File: config.mk
export PLATFORM = sky130hd
export DESIGN_NAME = icg_enable_ctrl_flat
export DESIGN_NICKNAME = d
export VERILOG_FILES = /design/src/rtl/icg_enable_ctrl_pkg.sv /design/src/rtl/icg_enable_ctrl_if.sv /design/src/rtl/icg_idle_timer.sv /design/src/rtl/icg_enable_ctrl.sv /design/src/flat_wrapper.sv
export SDC_FILE = /design/constraint.sdc
export NUM_CORES = 1
export LEC_CHECK = 0
export CAP_MARGIN = 25
export CORE_AREA = 4 4 59 56
export CTS_CLUSTER_SIZE = 40
export DETAILED_ROUTE_END_ITERATION = 10
export DIE_AREA = 0 0 63 60
export GPL_ROUTABILITY_DRIVEN = 1
export SKIP_CTS_REPAIR_TIMING = 1
export SYNTH_ARGS = -nofsm -noshare
export SYNTH_HDL_FRONTEND = slang
export SYNTH_SLANG_ARGS = --single-unit
File: constraint.sdc
create_clock -name CLK -period 5 [get_ports CLK]
set_input_delay 1 -clock CLK [delete_from_list [all_inputs] [get_ports CLK]]
set_output_delay 1 -clock CLK [all_outputs]
set_load 0.05 [all_outputs]
File: src/rtl/icg_enable_ctrl_pkg.sv
// Shared types and constants for the clock-gate enable controller.
// Optional gated-cycle statistics are enabled by defining ICG_ENABLE_CTRL_STATS_EN.
package icg_enable_ctrl_pkg;

  typedef enum logic [1:0] {
    ST_RUN   = 2'd0,
    ST_GATED = 2'd1,
    ST_WAKE  = 2'd2
  } state_e;

  localparam int GATED_CYC_W = 16;
  localparam int WAKE_W      = 4;

  function automatic bit params_legal(int idle_w, int idle_thresh, int wake_cyc);
    return (idle_thresh >= 1) && (idle_thresh <= (1 << idle_w) - 1) &&
           (wake_cyc >= 1) && (wake_cyc <= 15);
  endfunction

endpackage

File: src/rtl/icg_enable_ctrl_if.sv
// Activity/request inputs and gate-enable/status outputs of icg_enable_ctrl.
interface icg_enable_ctrl_if #(
  parameter int IDLE_W = 4
);
  logic                                    BUSY;
  logic                                    REQ;
  logic                                    SE;
  logic                                    E;
  logic                                    ACK;
  logic                                    GATED;
  logic [IDLE_W-1:0]                       IDLE_CNT;
  logic [icg_enable_ctrl_pkg::GATED_CYC_W-1:0] GATED_CYC;

  modport master (output BUSY, REQ, SE,
                  input  E, ACK, GATED, IDLE_CNT, GATED_CYC);
  modport slave  (input  BUSY, REQ, SE,
                  output E, ACK, GATED, IDLE_CNT, GATED_CYC);
endinterface

File: src/rtl/icg_idle_timer.sv
// Saturating up-counter with clear; tc flags the count THRESH-1.
module icg_idle_timer #(
  parameter int W      = 4,
  parameter int THRESH = 8
) (
  input  logic         clk,
  input  logic         rst,
  input  logic         clr,
  input  logic         inc,
  output logic [W-1:0] cnt,
  output logic         tc
);
  localparam logic [W-1:0] TC_VAL = W'(THRESH - 1);

  assign tc = (cnt == TC_VAL);

  // Holding at tc keeps the counter from ever wrapping.
  always_ff @(posedge clk or posedge rst) begin
    if (rst)             cnt <= '0;
    else if (clr)        cnt <= '0;
    else if (inc && !tc) cnt <= cnt + 1'b1;
  end
endmodule

File: src/rtl/icg_enable_ctrl.sv
// Registered enable generator for a negative-polarity ICG: idle gating, wake settle, REQ/ACK.
// Define ICG_ENABLE_CTRL_STATS_EN to count gated cycles on GATED_CYC.
module icg_enable_ctrl
  import icg_enable_ctrl_pkg::*;
#(
  parameter int IDLE_W      = 4,
  parameter int IDLE_THRESH = 8,
  parameter int WAKE_CYC    = 2
) (
  input  logic               CLK,
  input  logic               RST,
  icg_enable_ctrl_if.slave   bus
);
  if (!params_legal(IDLE_W, IDLE_THRESH, WAKE_CYC)) begin : g_bad_params
    $error("icg_enable_ctrl: IDLE_THRESH/WAKE_CYC out of range");
  end

  state_e            state_q, state_d;
  logic              e_q, gated_q, ack_q, ack_d, req_q;
  logic              idle_clr, idle_inc, idle_tc;
  logic              wake_clr, wake_inc, wake_tc;
  logic [IDLE_W-1:0] idle_cnt;
  logic [WAKE_W-1:0] wake_cnt_unused;
  logic              idle, req_rise;

  assign idle     = !bus.BUSY && !bus.REQ;
  assign req_rise = bus.REQ && !req_q;

  icg_idle_timer #(.W(IDLE_W), .THRESH(IDLE_THRESH)) u_idle (
    .clk(CLK), .rst(RST), .clr(idle_clr), .inc(idle_inc), .cnt(idle_cnt), .tc(idle_tc)
  );

  icg_idle_timer #(.W(WAKE_W), .THRESH(WAKE_CYC)) u_wake (
    .clk(CLK), .rst(RST), .clr(wake_clr), .inc(wake_inc), .cnt(wake_cnt_unused), .tc(wake_tc)
  );

  always_comb begin
    state_d  = state_q;
    ack_d    = 1'b0;
    idle_clr = 1'b0;
    idle_inc = 1'b0;
    wake_clr = 1'b0;
    wake_inc = 1'b0;
    if (bus.SE) begin
      state_d  = ST_RUN;
      idle_clr = 1'b1;
      wake_clr = 1'b1;
      ack_d    = req_rise;
    end else begin
      unique case (state_q)
        ST_RUN: begin
          ack_d = req_rise;
          if (!idle)        idle_clr = 1'b1;
          else if (idle_tc) begin
            state_d  = ST_GATED;
            idle_clr = 1'b1;
          end else          idle_inc = 1'b1;
        end
        ST_GATED: begin
          if (bus.BUSY || bus.REQ) begin
            state_d  = ST_WAKE;
            wake_clr = 1'b1;
          end
        end
        ST_WAKE: begin
          // Wake completes regardless of BUSY/REQ dropping meanwhile.
          if (wake_tc) begin
            state_d  = ST_RUN;
            idle_clr = 1'b1;
            wake_clr = 1'b1;
            ack_d    = bus.REQ;
          end else     wake_inc = 1'b1;
        end
        default: state_d = ST_RUN;
      endcase
    end
  end

  always_ff @(posedge CLK or posedge RST) begin
    if (RST) begin
      state_q <= ST_RUN;
      e_q     <= 1'b1;
      gated_q <= 1'b0;
      ack_q   <= 1'b0;
      req_q   <= 1'b0;
    end else begin
      state_q <= state_d;
      e_q     <= (state_d != ST_GATED);
      gated_q <= (state_d == ST_GATED);
      ack_q   <= ack_d;
      req_q   <= bus.REQ;
    end
  end

  assign bus.E        = e_q;
  assign bus.GATED    = gated_q;
  assign bus.ACK      = ack_q;
  assign bus.IDLE_CNT = idle_cnt;

`ifdef ICG_ENABLE_CTRL_STATS_EN
  logic [GATED_CYC_W-1:0] gated_cyc_q;
  always_ff @(posedge CLK or posedge RST) begin
    if (RST)                              gated_cyc_q <= '0;
    else if (gated_q && gated_cyc_q != '1) gated_cyc_q <= gated_cyc_q + 1'b1;
  end
  assign bus.GATED_CYC = gated_cyc_q;
`else
  assign bus.GATED_CYC = '0;
`endif
endmodule

File: src/flat_wrapper.sv
// flat-port wrapper written by rule: the top's interface ports become plain ports
module icg_enable_ctrl_flat import icg_enable_ctrl_pkg::*;
#(
  parameter int IDLE_W      = 4,
  parameter int IDLE_THRESH = 8,
  parameter int WAKE_CYC    = 2
)
  (CLK, RST, bus_BUSY, bus_REQ, bus_SE, bus_E, bus_ACK, bus_GATED, bus_IDLE_CNT, bus_GATED_CYC);
  icg_enable_ctrl_if #(.IDLE_W(IDLE_W)) bus_i ();
  input  logic CLK;
  input  logic RST;
  input wire logic [$bits(bus_i.BUSY)-1:0] bus_BUSY;
  input wire logic [$bits(bus_i.REQ)-1:0] bus_REQ;
  input wire logic [$bits(bus_i.SE)-1:0] bus_SE;
  output wire logic [$bits(bus_i.E)-1:0] bus_E;
  output wire logic [$bits(bus_i.ACK)-1:0] bus_ACK;
  output wire logic [$bits(bus_i.GATED)-1:0] bus_GATED;
  output wire logic [$bits(bus_i.IDLE_CNT)-1:0] bus_IDLE_CNT;
  output wire logic [$bits(bus_i.GATED_CYC)-1:0] bus_GATED_CYC;
  assign bus_i.BUSY = bus_BUSY;
  assign bus_i.REQ = bus_REQ;
  assign bus_i.SE = bus_SE;
  assign bus_E = bus_i.E;
  assign bus_ACK = bus_i.ACK;
  assign bus_GATED = bus_i.GATED;
  assign bus_IDLE_CNT = bus_i.IDLE_CNT;
  assign bus_GATED_CYC = bus_i.GATED_CYC;
  icg_enable_ctrl #(.IDLE_W(IDLE_W), .IDLE_THRESH(IDLE_THRESH), .WAKE_CYC(WAKE_CYC)) u_core (.CLK(CLK), .RST(RST), .bus(bus_i));
endmodule
==> results of run 1 <==
==> area by class of cell <==
type / count / area, um^2
well taps: 30 / 37.54
flip-flops and latches: 14 / 351.6
inverters: 4 / 15.01
repair buffers: 11 / 110.1
clock buffers: 4 / 26.28
multi-input cells: 74 / 478.0
fillers: 266 / 1662
==> worst paths after layout <==
kind / depth (start not counted) / start / end / slack [ns]
worst max-delay path: 1 / u_core.bus.E$_DFF_PP1_ / bus_E / 2.42
worst min-delay path: 2 / u_core.req_q$_DFF_PP0_ / u_core.bus.ACK$_DFF_PP0_ / 0.56
worst max register to register: 5 / u_core.state_q[0]$_DFF_PP0_ / u_core.u_idle.cnt[0]$_DFFE_PP0P_ / 3.16
worst min register to register: 2 / u_core.req_q$_DFF_PP0_ / u_core.bus.ACK$_DFF_PP0_ / 0.56
max in group asynchronous: 2 / RST / u_core.bus.E$_DFF_PP1_ / 3.57
min in group asynchronous: 2 / RST / u_core.u_wake.cnt[2]$_DFFE_PP0P_ / 1.05
==> cells by family after synthesis <==
group / Yosys count / synth area share [%]
buffers and inverters: 21 / 15.57
AOI/OAI and AO/OA: 18 / 14.21
DFF: 14 / 38.39
xor gates and xnor gates: 2 / 1.913
other: 1 / 0.4094
and+or+nand+nor: 31 / 19.95
adders and majority gates: 7 / 9.562
==> worst min-delay path: cells and delay by family, from the launching register on <==
family,cells,cell delay [ns]
flip-flops,1,0.34
AND/OR/NAND/NOR,1,0.14
AO/OA/AOI/OAI,1,0.05
==> per-stage QoR <==
stage | worst slack, ns | area [um^2] | power, mW | hold WS [ns] | utilization [%]
global route | 2.370 | 1018 | 0.2386 | 0.6039 | 38.00
detailed placement | 2.481 | 992.2 | 0.1602 | 0.5536 | 37.02
global placement | 2.524 | 992.2 | 0.1603 | 0.5590 | 37.02
finish | 2.423 | 1018 | 0.2236 | 0.5629 | 38.00
CTS | 2.398 | 1018 | 0.2282 | 0.5676 | 38.00
floorplan | 3.068 | 972.2 | 0.1620 | 0.5332 | -
==> metal layers <==
metal | vias to the layer above | track usage (%)
li1 | 319 | -
met1 | 303 | 11.53
met2 | 18 | 14.74
met3 | 2 | 3.759
met4 | 0 | 6.918
met5 | - | 0
==> state kept, by name (all words and copies together) (netlist names) <==
register / count
u_core.u_idle.cnt: 4
u_core.u_wake.cnt: 4
u_core.state_q: 2
u_core.bus.ACK: 1
u_core.bus.E: 1
u_core.bus.GATED: 1
u_core.req_q: 1
==> cells in the mapped netlist (all sizes together) <==
cell,instances,area [um^2]
o21ai,4,20.02
a21oi,7,38.79
a21o,1,7.510
nor3,2,10.01
or2,1,6.260
nand2,3,11.26
nand4,2,12.51
nor3b,2,15.01
a2111oi,1,27.53
nand2b,4,25.02
dfrtp,13,325.3
nand3b,1,7.510
dfstp,1,26.28
and2,1,6.260
and3,1,6.260
nor2,7,26.28
a311oi,1,8.760
or3,1,6.260
nor2b,2,12.51
a31oi,1,6.260
conb,1,3.750
and3b,1,8.760
xor2,2,17.52
o22ai,1,6.260
buf,17,127.6
inv,4,15.01
or3b,2,17.52
a22oi,2,15.01
ha,7,87.58
nand4bb,1,11.26
==> report_power, final <==
group / switching (mW) / leakage, nW / total [mW] / internal (mW)
registers: 0.000729 / 0.188 / 0.115 / 0.114
clock network: 0.0344 / 0.0150 / 0.0653 / 0.0309
logic: 0.0367 / 0.268 / 0.0431 / 0.00639
==> results, run 1 <==
- The flow ran to the end, and the final reports show no timing, DRC or antenna violations.
- The required time at the worst-slack endpoint is 4.00 ns.
- Summed over all nets, wire length on met2 after detailed routing comes to 770 um.
- The combined area of all synthesized cells is 915.9 um^2.
- The DRC violation count after routing is 0.
- The clock tree from TritonCTS is done.
- Leaving out filler cells and counting taps, the final layout contains 137.
- The routed metal-1 wirelength is 711 um.
- The number of cell rows is 18.
- The relative slew slack is 64.43%.
- The number of instances in the synthesized netlist is 94.
- The total CTS buffers is 3.
- CTS built an H-tree with a depth of 1.
- Dividing the final minimum period by the clock period gives 51.55%.
- The critical path buffer and inverter count is 1.
- The core area is 2680 um^2.
- The clock reaches the later pin of the worst-skew pair after 0.28 ns.
- The largest net degree at the start of global routing is 15.
- The average detailed-routed wire length per instance is 11.82 um.
- The die footprint is 3780 um^2.
- The area added between synthesis and finish is 11.20%.
- The post-detailed-route count of antenna-violating nets is 0.
- The count of final hold-check violations is 0.
- The total of max-cap violations is 0.
- Counting distinct cell types in the post-synthesis netlist gives 31.
- The slew at the pin with the worst max-slew slack is 0.5330 ns.
- The iteration-0 DRC count of the detailed router is 7.
- The all-layer global routing usage is 9.780%.
- The commonest non-fill, non-tap cell in the layout is conb_1.
- The uppermost signal routing layer after detailed routing is met4.
- Setup repair after global routing left no endpoint under its margin.
- After global routing the overflow that remains totals 0.
- The average cell area after synthesis is 9.743 um^2.
- Once the floorplan was initialized, standard cells occupied 34.17% of the core.
- The total power per unit cell area is 219.5 nW/um^2.
- From bottom edge to top edge, the die measures 60 um.
- The detailed-route vias per instance is 4.686.
- In this design, the stage delay of the slowest critical-path cell is 0.79 ns.
- Summed over all layers, the routed wires come to 1619 um.
- The largest individual stage delay along the critical path comes from the cell clkdlybuf4s50_1.
- The total I/O pin count is 28.
- The number of sinks handled by clock tree synthesis is 14.
- The final RePlAce weighted congestion is 0.7376.
- The repair_antennas step left the layout with diodes totalling 0.
- The kind of cell with the highest combined delay along the critical path is buffers and inverters.
- The critical path launch point type is a flip-flop.
- The chip width is 63 um.
- In this run, placement finished with an instance count of 133.
- In this run the worst path has a maximum fanout of 1.
- STA puts the critical path data arrival time at 1.58 ns.
- The via count of the first global-routing pass came to 585.
- After synthesis the netlist holds a flip-flop and latch count of 14.
- The max-slew violation count is 0.
- The detailed route wirelength on metal3 is 96 um.
- Setup violations remaining at the end of the flow were counted as 0.
- The first-pass detailed-route iteration total is 4.
- The endpoint class of the critical path is a primary output.
- The worst path in the final design needs a cycle of 2.577 ns, including I/O delays and setup.
- In the layout the commonest cells are 16 x conb_1, 13 x dfrtp_1, 11 x clkdlybuf4s50_1.
- Cells with a size suffix above 1 make up 6.542% of the layout.
- The leakage power summed over all cells is 0.4716 nW.
- In the final timing run, aggregate negative setup slack is 0 ns.
- After clock tree synthesis, the clock-pin slew on the worst setup and hold paths is 0.09 ns.
- Of the synthesized area, sequential elements account for 38.39%.
- The maximum operating frequency is 388.0 MHz.
- In this run the tool buffered the top-level ports with 11 buffer cells.
- The global-route wire length before repair is 2739 um.
- The detailed-placement wirelength estimate is 1257 um.
- Summing over every cut layer, the via total after detailed routing is 642.
- The path category of the worst min-delay check is flip-flop to flip-flop.
- The initial antenna violation count is 0.
- The worst setup path is of the flip-flop to primary output kind.
- After the last flow step, the layout net total stands at 120.
- The deepest clock path buffer count is 2.
- The Yosys step of the flow raised 0 warnings.
- The clock skew after layout is 0.01255 ns.
- The tree is rooted in a clkbuf_4.
- The critical path goes through clkdlybuf4s50_1.
- The peak supply drop is 0.09835 mV.
(Power assumes the default switching activity.)
==> run 2, diff against run 1 <==
Clock period 5 ns to 2.1 ns, I/O delays scaled along.
==> run 2 against run 1 <==
Net effect:
- via count fell by 1.2%
- critical endpoint is now bus_IDLE_CNT[0]
- highest routed layer unchanged
- clock power rose by 140%
- design area fell by 0.25%
==> results, run 2 (same netlist as run 1, synthesis figures left out) <==
- The run finished with clean final reports.
- The number of sinks handled by clock tree synthesis is 14 (unchanged).
- The total CTS buffers was 3 (unchanged).
- The deepest clock path buffer count is 2 (unchanged).
- The insertion delay of the later-clocked pin in the worst-skew pair is 0.28 ns (about the same).
- The cell-internal power is 0.3612 mW (+140%).
- The critical path launch point type is a flip-flop.
- The power share of the clock group is 29.0% (-0.2 points).
- The final routed wirelength across all metal layers is 1639 um (+1.2%).
- The sequential cell fraction of total power is 51.7% (+0.2 points).
- The summed area of non-filler cells in the final layout is 1016 um^2 (-0.25%).
- The clock tree from TritonCTS is done.
- The detailed-route vias per instance is 4.628 (-1.2%).
- The residual overflow from global routing is 0 (unchanged).
- The highest-utilization routing layer at the global route stage is met2.
- The largest net degree at the start of global routing was 15 (unchanged).
- The clock skew after layout is 0.01338 ns (+0.0008385 ns).
- The largest stage delay on the critical path is 0.83 ns (+0.04 ns).
- The post-placement setup slack is 0.1579 ns (-2.323 ns).
- The tree is rooted in a clkbuf_4.
- The global-route met1 utilization was 11.89% (+0.36 points).
- The cell count of the worst reg-to-reg path is 5 (unchanged).
- The final count of negative-setup-slack endpoints is 0 (unchanged).
- The initial standard-cell utilization of the core came to 34.17% (unchanged).
- The area added between synthesis and finish is 10.93%.
- The overall die height is 60 um (unchanged).
- The relative slew slack is 65.11% (+0.68 points).
- The startpoint of the worst-slack reg-to-reg timing path is u_core.state_q[1]$_DFF_PP0_.
- STA classifies the critical path endpoint as a primary output.
- The global-route wire length before repair came to 2697 um (-1.5%).
- The worst path arrival time came to 1.52 ns (-0.06 ns).
- The setup slack of the most critical reg-to-reg path is 0.28 ns (-2.88 ns).
- The proportion of layout cells with a drive suffix above 1 is 7.477% (+0.93 points).
- The CTS clock-pin slew for the worst setup and hold paths is 0.09 ns (about the same).
- The top cell types in the final layout, fill and taps aside, are 16 x conb_1, 13 x dfrtp_1, 10 x clkdlybuf4s50_1.
- The final RePlAce weighted congestion is 0.7289 (-1.2%).
- The maximum fanout encountered on the critical timing path was 5 (+4).
- The share of the core filled with cells in the final layout is 37.91% (-0.093 points).
- The minimum period implied by the final worst setup slack is 1.939 ns.
- The switching share of power is 31.88% (-0.25 points).
- The number of cell rows is 18 (unchanged).
- The level count of the clock H-tree is 1 (unchanged).
- The commonest non-fill, non-tap cell in the layout is conb_1.
- The endpoint identified for the worst register-to-register timing path is u_core.u_idle.cnt[0]$_DFFE_PP0P_.
- The number of instances in the placed design is 133 (unchanged).
- The detailed-placement wirelength estimate came to 1283 um (+2.1%).
- The average detailed-routed wire length per instance is 11.96 um (+1.2%).
- The iteration-0 DRC count of the detailed router was 17 (+10).
- The core area is 2680 um^2 (unchanged).
- The total of max-cap violations is 0 (unchanged).
- The number of nets in the final layout is 120 (unchanged).
- The placement-stage cell area came to 989.7 um^2 (-0.25%).
- The worst setup path is of the flip-flop to primary output kind.
- The slowest stage of the critical path is the clkdlybuf4s50_1 cell.
- The net switching power figure came to 0.1690 mW (+140%).
- The worst path uses 92.36% of the clock period.
- The total number of vias is 634 (-1.2%).
- The total power per unit cell area was 521.9 nW/um^2 (+140%).
- The maximum operating frequency is 515.6 MHz.
- The setup TNS is 0 ns (unchanged).
- In the final layout, the registers with the most flip-flops are u_core.u_idle.cnt x4, u_core.u_wake.cnt x4, u_core.state_q x2.
- The DRC violation count after routing is 0 (unchanged).
- The path category of the worst min-delay check is primary input to asynchronous set/reset pin.
- The met2 usage in global routing was 14.44% (-0.30 points).
- The number of diodes is 0 (unchanged).
- The final worst setup slack came to 0.1605 ns (-2.262 ns).
- The peak supply drop is 0.2406 mV (+140%).
- The die footprint is 3780 um^2 (unchanged).
- Traced cell by cell, the critical path runs through clkdlybuf4s50_1.
- The max-slew violation count came to 0 (unchanged).
- The leakage power summed over all cells is 0.4713 nW (about the same).
- The count of final hold-check violations is 0 (unchanged).
- The combinational group share of total power is 19.3% (about the same).
- The chip width is 63 um (unchanged).
- The number of standard cells in the layout, taps in and fillers out was 137 (unchanged).
- The post-detailed-route count of antenna-violating nets is 0 (unchanged).
- The global routing met3 resource utilization is 3.571% (-0.19 points).
- The first-pass detailed-route iteration total was 4 (unchanged).
- The filler cell count is 272 (+2.3%).
- The all-layer global routing usage was 9.376% (-0.40 points).
- The via count of the first global-routing pass is 583 (-0.34%).
- Grouping stages by cell kind, the critical path spends the most delay in buffers and inverters.
- The critical path buffer and inverter count is 1 (unchanged).
- The total I/O pin count came to 28 (unchanged).
- The initial antenna violation count is 0 (unchanged).
- Setup repair after global routing left no endpoint under its margin.
- The slew at the pin with the worst max-slew slack came to 0.5228 ns (-0.01023 ns).
- The required time at the worst-slack endpoint was 1.68 ns (-2.32 ns).
- The number of input and output port buffers inserted is 11 (unchanged).
==> run 2: routing by layer <==
metal / vias up / share of wire (%) / wire (um)
met5: - / 0 / 0
met4: 0 / 1.6 / 27
met3: 2 / 5.7 / 94
met2: 20 / 48 / 781
met1: 293 / 45 / 735
li1: 319 / - / -
==> run 2: final cells by class <==
type	instances	area, um^2	area share, %
multi-input cells	74	478.0	47.04
inverters	4	15.01	1.478
clock buffers	4	26.28	2.586
flip-flops and latches	14	351.6	34.61
well taps	30	37.54	3.695
repair buffers	11	107.6	10.59
==> run 2: per-stage QoR <==
step                hold WS, ns  power [mW]
floorplan                0.3085      0.3858
finish                   0.4700      0.5302
detailed placement       0.5536      0.3817
global route             0.5263      0.5626
CTS                      0.4923      0.5397
global placement         0.5592      0.3815
==> run 2: how the worst max path moves through the flow <==
stage / startpoint / slack, ns / to / cells after the start
6_report: u_core.u_idle.cnt[0]$_DFFE_PP0P_ / 0.16 / bus_IDLE_CNT[0] / 1
5_1_grt: u_core.u_idle.cnt[0]$_DFFE_PP0P_ / 0.07 / bus_IDLE_CNT[0] / 1
4_1_cts: u_core.u_idle.cnt[0]$_DFFE_PP0P_ / 0.14 / bus_IDLE_CNT[0] / 1
3_5_place_dp: bus_REQ / 0.16 / u_core.u_idle.cnt[0]$_DFFE_PP0P_ / 4
3_3_place_gp: bus_REQ / 0.20 / u_core.u_idle.cnt[0]$_DFFE_PP0P_ / 4
2_1_floorplan: u_core.u_idle.cnt[0]$_DFFE_PP0P_ / 0.31 / u_core.bus.GATED$_DFF_PP0_ / 5
==> run 2: power groups by stage <==
stage / Sequential (mW) / Clock (mW) / Combinational (mW)
5_1_grt: 0.275 / 0.179 / 0.109
6_report: 0.274 / 0.154 / 0.103
4_1_cts: 0.274 / 0.163 / 0.103
3_5_place_dp: 0.279 / 0 / 0.102
3_3_place_gp: 0.279 / 0 / 0.102
2_1_floorplan: 0.286 / 0 / 0.0995
==> run 3, diff against run 2 <==
Settings changed: CORE_AREA 4 4 59 56 to 2 2 57 54, DIE_AREA 0 0 63 60 to 0 0 59 56, PLACE_DENSITY set to 0.61.
Clock period 2.1 ns to 2.38 ns, I/O delays scaled along.
==> run 3 against run 2 <==
Net effect:
- design area grew 1.2%
- final cell count is the same
- via count grew 1.6%
- die area shrank 13%
- clock skew shrank 0.011 ns
- sequential cell count is the same
- sequential share of layout area shrank 0.42 points
- total power shrank 6.4%
- count of clock-buffer cells in the layout is the same
- critical path depth is the same
- utilization grew 0.79 points
==> results, run 3 (same netlist as run 1, synthesis figures left out) <==
- The period utilization is 86.71%.
- The setup path with the least slack is of type flip-flop to primary output.
- The maximum fanout encountered on the critical timing path is 1 (-4).
- The initial antenna violation count came to 0 (unchanged).
- The routed metal-1 wirelength was 728 um (-0.95%).
- The run finished with clean final reports.
- The clock skew after layout is 0.002654 ns (-0.01073 ns).
- The largest stage delay on the critical path is 0.80 ns (-0.03 ns).
- Setup repair after global routing left no endpoint under its margin.
- The post-layout total power is 0.4960 mW (-6.4%).
- The placement-stage cell area is 992.2 um^2 (+0.25%).
- The final count of negative-setup-slack endpoints is 0 (unchanged).
- The largest registers in the layout are u_core.u_idle.cnt x4, u_core.u_wake.cnt x4, u_core.state_q x2.
- The all-layer global routing usage is 10.73% (+1.4 points).
- The final routed wirelength across all metal layers is 1549 um (-5.5%).
- The chip width is 59 um (-6.3%).
- The total I/O pin count was 28 (unchanged).
- The total number of vias is 644 (+1.6%).
- The number of nets in the final layout is 120 (unchanged).
- The maximum operating frequency is 484.5 MHz.
- The average detailed-routed wire length per instance is 11.31 um (-5.5%).
- The cell family contributing the most delay on the critical path is buffers and inverters.
- The relative slew slack was 65.07% (about the same).
- The largest net degree at the start of global routing was 15 (unchanged).
- The required time at the worst-slack endpoint came to 1.90 ns (+0.22 ns).
- The CTS clock-pin slew for the worst setup and hold paths was 0.08 ns (about the same).
- The path class of the tightest hold or removal check is primary input to asynchronous set/reset pin.
- The number of diodes is 0 (unchanged).
- Relative to the synthesized area, the layout overhead comes to 12.30%.
- The worst path arrival time is 1.59 ns (+0.07 ns).
- The number of instances in the placed design came to 133 (unchanged).
- The routed design could run at a clock period as short as 2.064 ns.
- The commonest non-fill, non-tap cell in the layout is conb_1.
- STA classifies the critical path endpoint as a primary output.
- The deepest clock path buffer count is 2 (unchanged).
- The final RePlAce weighted congestion is 0.7781 (+6.7%).
- The clock tree from TritonCTS is done.
- The critical path buffer and inverter count came to 1 (unchanged).
- Traced cell by cell, the critical path runs through clkdlybuf4s50_1.
- The total of max-cap violations is 0 (unchanged).
- The sum of met2 wire segment lengths after detailed routing is 704 um (-9.9%).
- The setup TNS is 0 ns (unchanged).
- The total power per unit cell area is 482.3 nW/um^2 (-7.6%).
- The initial standard-cell utilization of the core is 34.46% (+0.29 points).
- The insertion delay of the later-clocked pin in the worst-skew pair is 0.27 ns (about the same).
- The total CTS buffers came to 3 (unchanged).
- The core area was 2658 um^2 (-0.84%).
- STA classifies the critical path startpoint as a flip-flop.
- The buffer cell driving the clock tree root is clkbuf_4.
- The detailed route wirelength on metal3 came to 96 um (+2.1%).
- The filler cell count was 281 (+3.3%).
- In the layout the commonest cells are 16 x conb_1, 13 x dfrtp_1, 11 x clkdlybuf4s50_1.
- The leakage power summed over all cells came to 0.4776 nW (+1.3%).
- The uppermost signal routing layer after detailed routing is met4.
- The number of input and output port buffers inserted came to 11 (unchanged).
- The overall die height is 56 um (-6.7%).
- The number of standard cells in the layout, taps in and fillers out came to 137 (unchanged).
- The DRC violation count after routing was 0 (unchanged).
- The global-route wire length before repair is 2642 um (-2.0%).
- The slew at the pin with the worst max-slew slack is 0.5234 ns (+0.0006241 ns).
- The iteration-0 DRC count of the detailed router is 13 (-4).
- The residual overflow from global routing is 0 (unchanged).
- The proportion of layout cells with a drive suffix above 1 is 7.477% (unchanged).
- The via count of the first global-routing pass is 577 (-1.0%).
- The post-detailed-route count of antenna-violating nets was 0 (unchanged).
- The number of cell rows came to 18 (unchanged).
- The number of sinks handled by clock tree synthesis is 14 (unchanged).
- The max-slew violation count is 0 (unchanged).
- The detailed-route vias per instance is 4.701 (+1.6%).
- The first-pass detailed-route iteration total is 4 (unchanged).
- The detailed-placement wirelength estimate was 1195 um (-6.9%).
- The die footprint came to 3304 um^2 (-13%).
- The slowest stage of the critical path belongs to the cell clkdlybuf4s50_1.
- The summed area of non-filler cells in the final layout is 1028 um^2 (+1.2%).
- The level count of the clock H-tree was 1 (unchanged).
- The peak supply drop is 0.2402 mV (-0.15%).
- The count of final hold-check violations is 0 (unchanged).
-- run 3: cell count changes in the layout (fill, tap and decap cells not counted), sizes merged --
cell           before  now
buf                 1    0
clkdlybuf4s50      10   11
-- run 3: area by class of cell --
type                    count  area (um^2)  area share [%]
flip-flops and latches     14        351.6           34.18
repair buffers             11        110.1           10.71
well taps                  30        37.54           3.650
multi-input cells          74        478.0           46.47
inverters                   4        15.01           1.460
clock buffers               4        36.28           3.528
-- run 3: power by group --
| group | leakage, nW | internal [mW] | total, mW | switching (mW) |
|---|---|---|---|---|
| clock | 0.0210 | 0.0929 | 0.164 | 0.0715 |
| sequential | 0.188 | 0.240 | 0.242 | 0.00158 |
| combinational | 0.268 | 0.0134 | 0.0898 | 0.0764 |
-- run 3: worst paths after layout --
check                                            start                                to  slack [ns]  cells after the start
setup / recovery                u_core.bus.E$_DFF_PP1_                             bus_E        0.32                      1
min in group CLK                u_core.req_q$_DFF_PP0_          u_core.bus.ACK$_DFF_PP0_        0.57                      2
hold reg to reg                 u_core.req_q$_DFF_PP0_          u_core.bus.ACK$_DFF_PP0_        0.57                      2
setup reg to reg           u_core.state_q[1]$_DFF_PP0_  u_core.u_idle.cnt[0]$_DFFE_PP0P_        0.56                      5
max in group asynchronous                          RST            u_core.bus.E$_DFF_PP1_        1.48                      2
hold / removal                                     RST  u_core.u_idle.cnt[0]$_DFFE_PP0P_        0.53                      2
-- run 3: stage by stage --
step                      setup slack [ns]  util [%]  hold WS, ns
after CTS                           0.2905     38.70       0.5698
final                               0.3162     38.70       0.5339
after detailed placement            0.4028     37.34       0.5649
after global placement              0.4308     37.34       0.5606
after floorplan                     0.5865         -       0.3645
after global routing                0.2578     38.70       0.6053
-- run 3: layer usage --
layer / up-vias / global-route usage [%]
met2: 21 / 15.24
li1: 323 / -
met1: 298 / 14.41
met5: - / 0
met3: 2 / 5.116
met4: 0 / 2.922
